`config.mk`:
```
export PLATFORM = sky130hd
export DESIGN_NAME = i2s_tx_master
export DESIGN_NICKNAME = d
export VERILOG_FILES = /design/src/rtl/i2s_pkg.sv /design/src/rtl/i2s_clkgen.sv /design/src/rtl/i2s_tx_master.sv
export SDC_FILE = /design/constraint.sdc
export NUM_CORES = 1
export LEC_CHECK = 0
export CAP_MARGIN = 20
export CELL_PAD_IN_SITES_DETAIL_PLACEMENT = 0
export CELL_PAD_IN_SITES_GLOBAL_PLACEMENT = 1
export CORE_UTILIZATION = 42
export DETAILED_ROUTE_END_ITERATION = 7
export MAX_ROUTING_LAYER = met4
export PLACE_DENSITY_LB_ADDON = 0.1
export SLEW_MARGIN = 10
export SYNTH_ARGS = -nofsm -noshare
export SYNTH_HDL_FRONTEND = slang
export SYNTH_SLANG_ARGS = --single-unit
```
`constraint.sdc`:
```
create_clock -name clk -period 5.42 [get_ports clk]
set_input_delay 0.542 -clock clk [delete_from_list [all_inputs] [get_ports clk]]
set_output_delay 0.542 -clock clk [all_outputs]
set_load 0.03 [all_outputs]
```
`src/rtl/i2s_pkg.sv`:
```
// Shared definitions for the I2S transmitter: framing modes, divider clamp and frame length.
package i2s_pkg;

    localparam logic MODE_I2S = 1'b0;
    localparam logic MODE_LJ  = 1'b1;

    // A programmed divider of 0 behaves as 1 so sck never stalls.
    function automatic logic [31:0] div_clamp(input logic [31:0] d);
        return (d == 32'd0) ? 32'd1 : d;
    endfunction

    function automatic int frame_len(input int slot_w);
        return 2 * slot_w;
    endfunction

endpackage

```
`src/rtl/i2s_clkgen.sv`:
```
// Divider and bit timing: produces sck, ws, the per-bit strobe and the next bit index.
module i2s_clkgen
    import i2s_pkg::*;
#(
    parameter int SLOT_W = 16,
    parameter int DIV_W  = 8,
    parameter int BW     = $clog2(frame_len(SLOT_W))
) (
    input  logic             clk,
    input  logic             reset_n,
    input  logic             en,
    input  logic [DIV_W-1:0] clk_div,
    output logic             strobe,
    output logic [BW-1:0]    bit_nxt,
    output logic             sck,
    output logic             ws
);

    localparam logic [BW-1:0] LAST   = BW'(frame_len(SLOT_W) - 1);
    localparam logic [BW-1:0] SLOT_B = BW'(SLOT_W);

    logic             en_q;
    logic [DIV_W-1:0] div_q;
    logic [DIV_W-1:0] div_cnt;
    logic [BW-1:0]    bit_cnt;
    logic             rise;
    logic             wrap;

    assign rise    = en && !en_q;
    assign wrap    = en_q && (div_cnt == div_q - DIV_W'(1));
    // The enable cycle counts as a falling sck edge so the frame starts immediately.
    assign strobe  = rise || (en && wrap && sck);
    assign bit_nxt = (rise || bit_cnt == LAST) ? '0 : bit_cnt + BW'(1);

    always_ff @(posedge clk) begin
        if (!reset_n) begin
            en_q    <= 1'b0;
            div_q   <= DIV_W'(1);
            div_cnt <= '0;
            sck     <= 1'b0;
            ws      <= 1'b0;
            bit_cnt <= '0;
        end else if (!en) begin
            en_q    <= 1'b0;
            div_cnt <= '0;
            sck     <= 1'b0;
            ws      <= 1'b0;
            bit_cnt <= '0;
        end else begin
            // NOTE: all state here uses non-blocking assignments so every register
            // sees the pre-edge values of its neighbours, whatever the statement order.
            en_q <= 1'b1;
            if (rise || wrap) div_cnt <= '0;
            else              div_cnt <= div_cnt + DIV_W'(1);
            if (wrap) sck <= ~sck;
            if (strobe) begin
                bit_cnt <= bit_nxt;
                ws      <= (bit_nxt >= SLOT_B);
                if (bit_nxt == '0) div_q <= DIV_W'(div_clamp(32'(clk_div)));
            end
        end
    end

endmodule

```
`src/rtl/i2s_tx_master.sv`:
```
// I2S / left-justified transmitter: sample handshake, holding register and serialiser.
module i2s_tx_master
    import i2s_pkg::*;
#(
    parameter int DW     = 16,
    parameter int SLOT_W = 16,
    parameter int DIV_W  = 8
) (
    input  logic             clk,
    input  logic             reset_n,
    input  logic             en,
    input  logic             mode,
    input  logic [DIV_W-1:0] clk_div,
    input  logic             in_valid,
    input  logic [DW-1:0]    in_left,
    input  logic [DW-1:0]    in_right,
    output logic             in_ready,
    output logic             sck,
    output logic             ws,
    output logic             sd,
    output logic             underrun
);

    localparam int            BW     = $clog2(frame_len(SLOT_W));
    localparam logic [BW-1:0] LAST   = BW'(frame_len(SLOT_W) - 1);
    localparam logic [BW-1:0] SLOT_B = BW'(SLOT_W);
    localparam logic [BW-1:0] DW_B   = BW'(DW);

    logic          strobe;
    logic [BW-1:0] bit_nxt;
    logic          mode_q;
    logic [DW-1:0] hold_l, hold_r;
    logic [DW-1:0] frm_l, frm_r;

    logic          cfg_start, mode_eff, load, ch_r, sd_nxt;
    logic [BW-1:0] p_nxt, q;
    logic [DW-1:0] cur_l, cur_r, word, shifted;

    i2s_clkgen #(.SLOT_W(SLOT_W), .DIV_W(DIV_W), .BW(BW)) u_clkgen (
        .clk     (clk),
        .reset_n (reset_n),
        .en      (en),
        .clk_div (clk_div),
        .strobe  (strobe),
        .bit_nxt (bit_nxt),
        .sck     (sck),
        .ws      (ws)
    );

    always_comb begin
        // NOTE: every combinational output gets a default first so no path leaves it
        // unassigned and infers a latch.
        cur_l     = frm_l;
        cur_r     = frm_r;
        cfg_start = strobe && (bit_nxt == '0);
        mode_eff  = cfg_start ? mode : mode_q;
        if (mode_eff == MODE_LJ)   p_nxt = bit_nxt;
        else if (bit_nxt == '0)    p_nxt = LAST;
        else                       p_nxt = bit_nxt - BW'(1);
        load = strobe && (p_nxt == '0);
        if (load) begin
            cur_l = in_ready ? '0 : hold_l;
            cur_r = in_ready ? '0 : hold_r;
        end
        ch_r    = (p_nxt >= SLOT_B);
        q       = ch_r ? p_nxt - SLOT_B : p_nxt;
        word    = ch_r ? cur_r : cur_l;
        shifted = word << q;
        sd_nxt  = (q < DW_B) ? shifted[DW-1] : 1'b0;
    end

    always_ff @(posedge clk) begin
        if (!reset_n) begin
            mode_q   <= MODE_I2S;
            hold_l   <= '0;
            hold_r   <= '0;
            in_ready <= 1'b1;
            frm_l    <= '0;
            frm_r    <= '0;
            sd       <= 1'b0;
            underrun <= 1'b0;
        end else begin
            // A load empties a full register; a same-cycle transfer only lands when it was empty.
            if (load && !in_ready) begin
                in_ready <= 1'b1;
            end else if (in_valid && in_ready) begin
                hold_l   <= in_left;
                hold_r   <= in_right;
                in_ready <= 1'b0;
            end
            // Clearing the frame while idle makes the first I2S bit after enable a 0.
            if (!en) begin
                sd       <= 1'b0;
                underrun <= 1'b0;
                frm_l    <= '0;
                frm_r    <= '0;
            end else begin
                underrun <= load && in_ready;
                if (cfg_start) mode_q <= mode;
                if (load) begin
                    frm_l <= cur_l;
                    frm_r <= cur_r;
                end
                if (strobe) sd <= sd_nxt;
            end
        end
    end

endmodule
```
==> impl_metrics.py <==
metrics = {
    "floorplan": {
        "start_util_pct": 43.74,
        "core_area_mm2": 0.01103,
        "die-area_mm2": 0.01192,
        "die_height_um": 109.2,
        "io_pins": 50,
        "fp.dieW_um": 109.2,
        "row_count": 38,
    },
    "logic_synthesis": {
        "synth-edff-count": 0,
        "synthFlopType": "dfxtp_1",
        "synthMuxAreaShare_pct": 2.930,
        "ys_seq_area_share_pct": 37.76,
        "async_flop_share_pct": 0,
        "synthAdderAreaFrac_pct": 1.297,
        "yosysTopAreaCell": "dfxtp_1",
        "ys_types": 68,
        "synth-compound-area-share_pct": 23.60,
        "synth_simple_gate_area_share_pct": 26.40,
        "synthCells": 603,
        "netlist.area_leader.share_pct": 37.76,
        "synthXorXnorAreaFrac_pct": 3.449,
        "syn_avg_cell_area_um2": 8.001,
        "synth_top_family_by_area": "simple AND/OR/NAND/NOR gates",
        "syn_nets": 653,
        "ys_ff_latch": 91,
        "netlist_area_mm2": 0.004825,
        "ys.warnings.count": 0,
        "synth_area_leaders": "dfxtp_1 38%, nand2_1 8.7%, a21boi_0 5.0%",
    },
    "detailed_routing": {
        "route.detailed.drc": 0,
        "wl_per_cell_um": 15.87,
        "drt.antenna.violating_nets": 0,
        "vias": 4345,
        "firstDrtPassIters": 5,
        "wl_um": 12410,
        "drtIter0Drc": 211,
        "vias_per_cell": 5.556,
    },
    "setup_path": {
        "crit_slowest_cell": "nor3_1",
        "crit_path_end_kind": "flip-flop",
        "cpMostUsedCell": "ha_1",
        "critical_path.top_delay_family": "compound AO/OA/AOI/OAI gates",
        "crit_chain": "ha_1, and3_1, ha_1, nor3_1, inv_1, ha_1, o31a_1, nand2b_1, nor3_1, a221o_1, nor4_2, a21oi_1, a221o_1, a2111oi_1, o32ai_1, o31ai_1",
        "crit_arrival_ns": 5.05,
        "slowest_delay_ns": 0.57,
        "crit_path_max_fanout": 13,
        "worstSetupPathType": "reg -> reg",
        "worst-path-buf-inv": 1,
        "critPathLaunchType": "flip-flop",
        "worstPathRequired_ns": 5.67,
    },
    "placement": {
        "hpwl_um": 8999,
        "dp_cells": 764,
        "place.gp.congestion": 0.8879,
        "place_ws_ns": 0.5851,
        "port_buffers": 49,
    },
    "sta": {
        "max_clock_freq_mhz": 208.3,
        "setup_viol": 0,
        "fin_worst_skew_ns": 0.005677,
        "min_period_over_period_pct": 88.57,
        "tightest_slew_ns": 0.9785,
        "setup-tns-final_ns": 0,
        "fin_ws_ns": 0.6197,
        "hold_viol": 0,
        "rsz0062_at_grt": "false",
        "maxSlewViolCount": 0,
        "relSlewSlack_pct": 34.68,
        "finalCriticalPeriod_ns": 4.800,
    },
    "final_layout": {
        "synthToLayoutAreaGrowth_pct": 20.69,
        "n_antenna_cell": 0,
        "finalNonFillerCells": 782,
        "final_util_pct": 52.79,
        "multiInputGateArea_mm2": 0.002783,
        "drive_gt1_share_pct": 7.009,
        "final_nets": 687,
        "nFillCells": 1090,
        "ff_latch_area_mm2": 0.001822,
    },
    "global_route": {
        "grt_overflow": 0,
        "grt_pass1_wl_um": 20320,
        "track_usage_pct": 22.87,
        "antenna_found_initial": 0,
        "grt_pass1_vias": 4118,
        "grt_max_degree": 44,
    },
    "pwr": {
        "intPower_mw": 1.249,
        "total_power_mw": 1.647,
        "p_leak_nw": 2.081,
        "p_switching_mw": 0.3972,
        "clkPwrFrac_pct": 44.8,
        "p_seq_share_pct": 42.9,
        "vdd_drop_max_v": 0.0001907,
        "p_sw_share_pct": 24.12,
        "pwr_density_cell_mw_per_mm2": 282.8,
        "comb_power_share_pct": 12.3,
    },
    "run": {
        "maxCapViolCount": 0,
    },
    "cts": {
        "clock_latency_ns": 0.34,
        "holdBufCountCts": 0,
        "htree_num_levels": 3,
        "cts_num_sinks": 91,
        "cts_buffer_depth": 2,
        "post-cts-setup-buffers": 0,
        "cts_buffers": 9,
        "cts.clk_slew.worst_paths_ns": 0.06,
        "cts_resized": 0,
        "cts_tree": "yes",
        "ctsRootBufferMaster": "clkbuf_16",
    },
    "outcome": {
        "status": "complete, no violations",
    },
    "min_path": {
        "hp-class": "reg -> reg",
    },
}
-- stage by stage --
stage	cell area, µm²	hold slack [ns]
after floorplan	4825	0.4267
after detailed placement	5424	0.4490
after CTS	5781	0.4562
after global routing	5823	0.4815
after global placement	5424	0.4480
final	5823	0.4521
-- sequential cells by signal, indices dropped and copies added (netlist names) --
| register | flops |
|---|---|
| frm_l | 16 |
| frm_r | 16 |
| hold_l | 16 |
| hold_r | 16 |
| in_ready | 1 |
| mode_q | 1 |
| sd | 1 |
| u_clkgen.bit_cnt | 5 |
| u_clkgen.div_cnt | 8 |
| u_clkgen.div_q | 8 |
| u_clkgen.en_q | 1 |
| u_clkgen.sck | 1 |
| underrun | 1 |
-- power by group through the flow --
stage	logic, mW	clock network [mW]	registers (mW)
3_5_place_dp	0.198	0	0.722
4_1_cts	0.199	0.759	0.706
5_1_grt	0.223	0.781	0.709
6_report	0.203	0.738	0.706
2_1_floorplan	0.130	0	0.714
3_3_place_gp	0.196	0	0.721
-- worst reg2reg max path: cells and delay by family (launching register included) --
kind	cells	cell delay, ns
buffers and inverters	1	0.21
adders and majority gates	3	0.87
DFF	1	0.37
AOI/OAI and AO/OA	7	1.91
and+or+nand+nor	5	1.36
-- final cells by class --
cell class / count / area share [%]
multi-input cells: 456 / 47.79
flip-flops and latches: 91 / 31.28
repair buffers: 64 / 10.83
clock buffers: 10 / 4.104
well taps: 140 / 3.008
clock inverters: 6 / 2.020
inverters: 15 / 0.9669
-- cell families after synthesis --
| logic type | Yosys count |
|---|---|
| buffers and inverters | 56 |
| AND/OR/NAND/NOR | 262 |
| AO/OA/AOI/OAI | 156 |
| XOR/XNOR | 19 |
| adder cells (fa/ha/maj) | 5 |
| flip-flops | 91 |
| multiplexers | 14 |
-- cell usage in the layout (no fill, tap or decap), types with 11 or more instances in the layout --
cell,n
a21boi_0,32
a21oi_1,31
buf_4,13
clkdlybuf4s50_1,49
dfxtp_1,91
inv_1,14
mux2i_1,13
nand2_1,112
nand2b_1,11
nand3_1,18
nand3b_1,20
nor2_1,42
nor2b_1,12
nor3_1,12
o21ai_1,11
xor2_1,11
-- Yosys cell counts, types with 6 or more instances --
library cell / instances
clkbuf_1: 35
o21ai_0: 11
dfxtp_1: 91
and3_1: 7
mux2i_1: 13
nand2_1: 112
a21oi_1: 31
nand2b_1: 11
nor2b_1: 12
and2_1: 9
a21boi_0: 32
o211ai_1: 8
xor2_1: 11
nand3b_1: 20
xnor2_1: 8
nand3_1: 18
o21ai_1: 10
inv_1: 14
nor2_1: 42
o31ai_1: 6
nor3_1: 12
-- metal layers --
layer | vias to the layer above | share of wire [%] | GRT usage (%)
met4 | 0 | 2.8 | 11.62
met3 | 25 | 3.5 | 3.706
met2 | 101 | 48 | 36.75
met1 | 2005 | 46 | 27.64
li1 | 2214 | - | -
met5 | - | 0 | -
-- final timing paths --
path                             endpoint  slack (ns)  cells after the start           startpoint
worst max-delay path                   sd        0.62                     16  u_clkgen.bit_cnt[1]
worst max register to register         sd        0.62                     16  u_clkgen.bit_cnt[1]
worst min-delay path            frm_r[15]        0.45                      2            frm_r[15]
worst min register to register  frm_r[15]        0.45                      2            frm_r[15]
(Power assumes the default switching activity.)
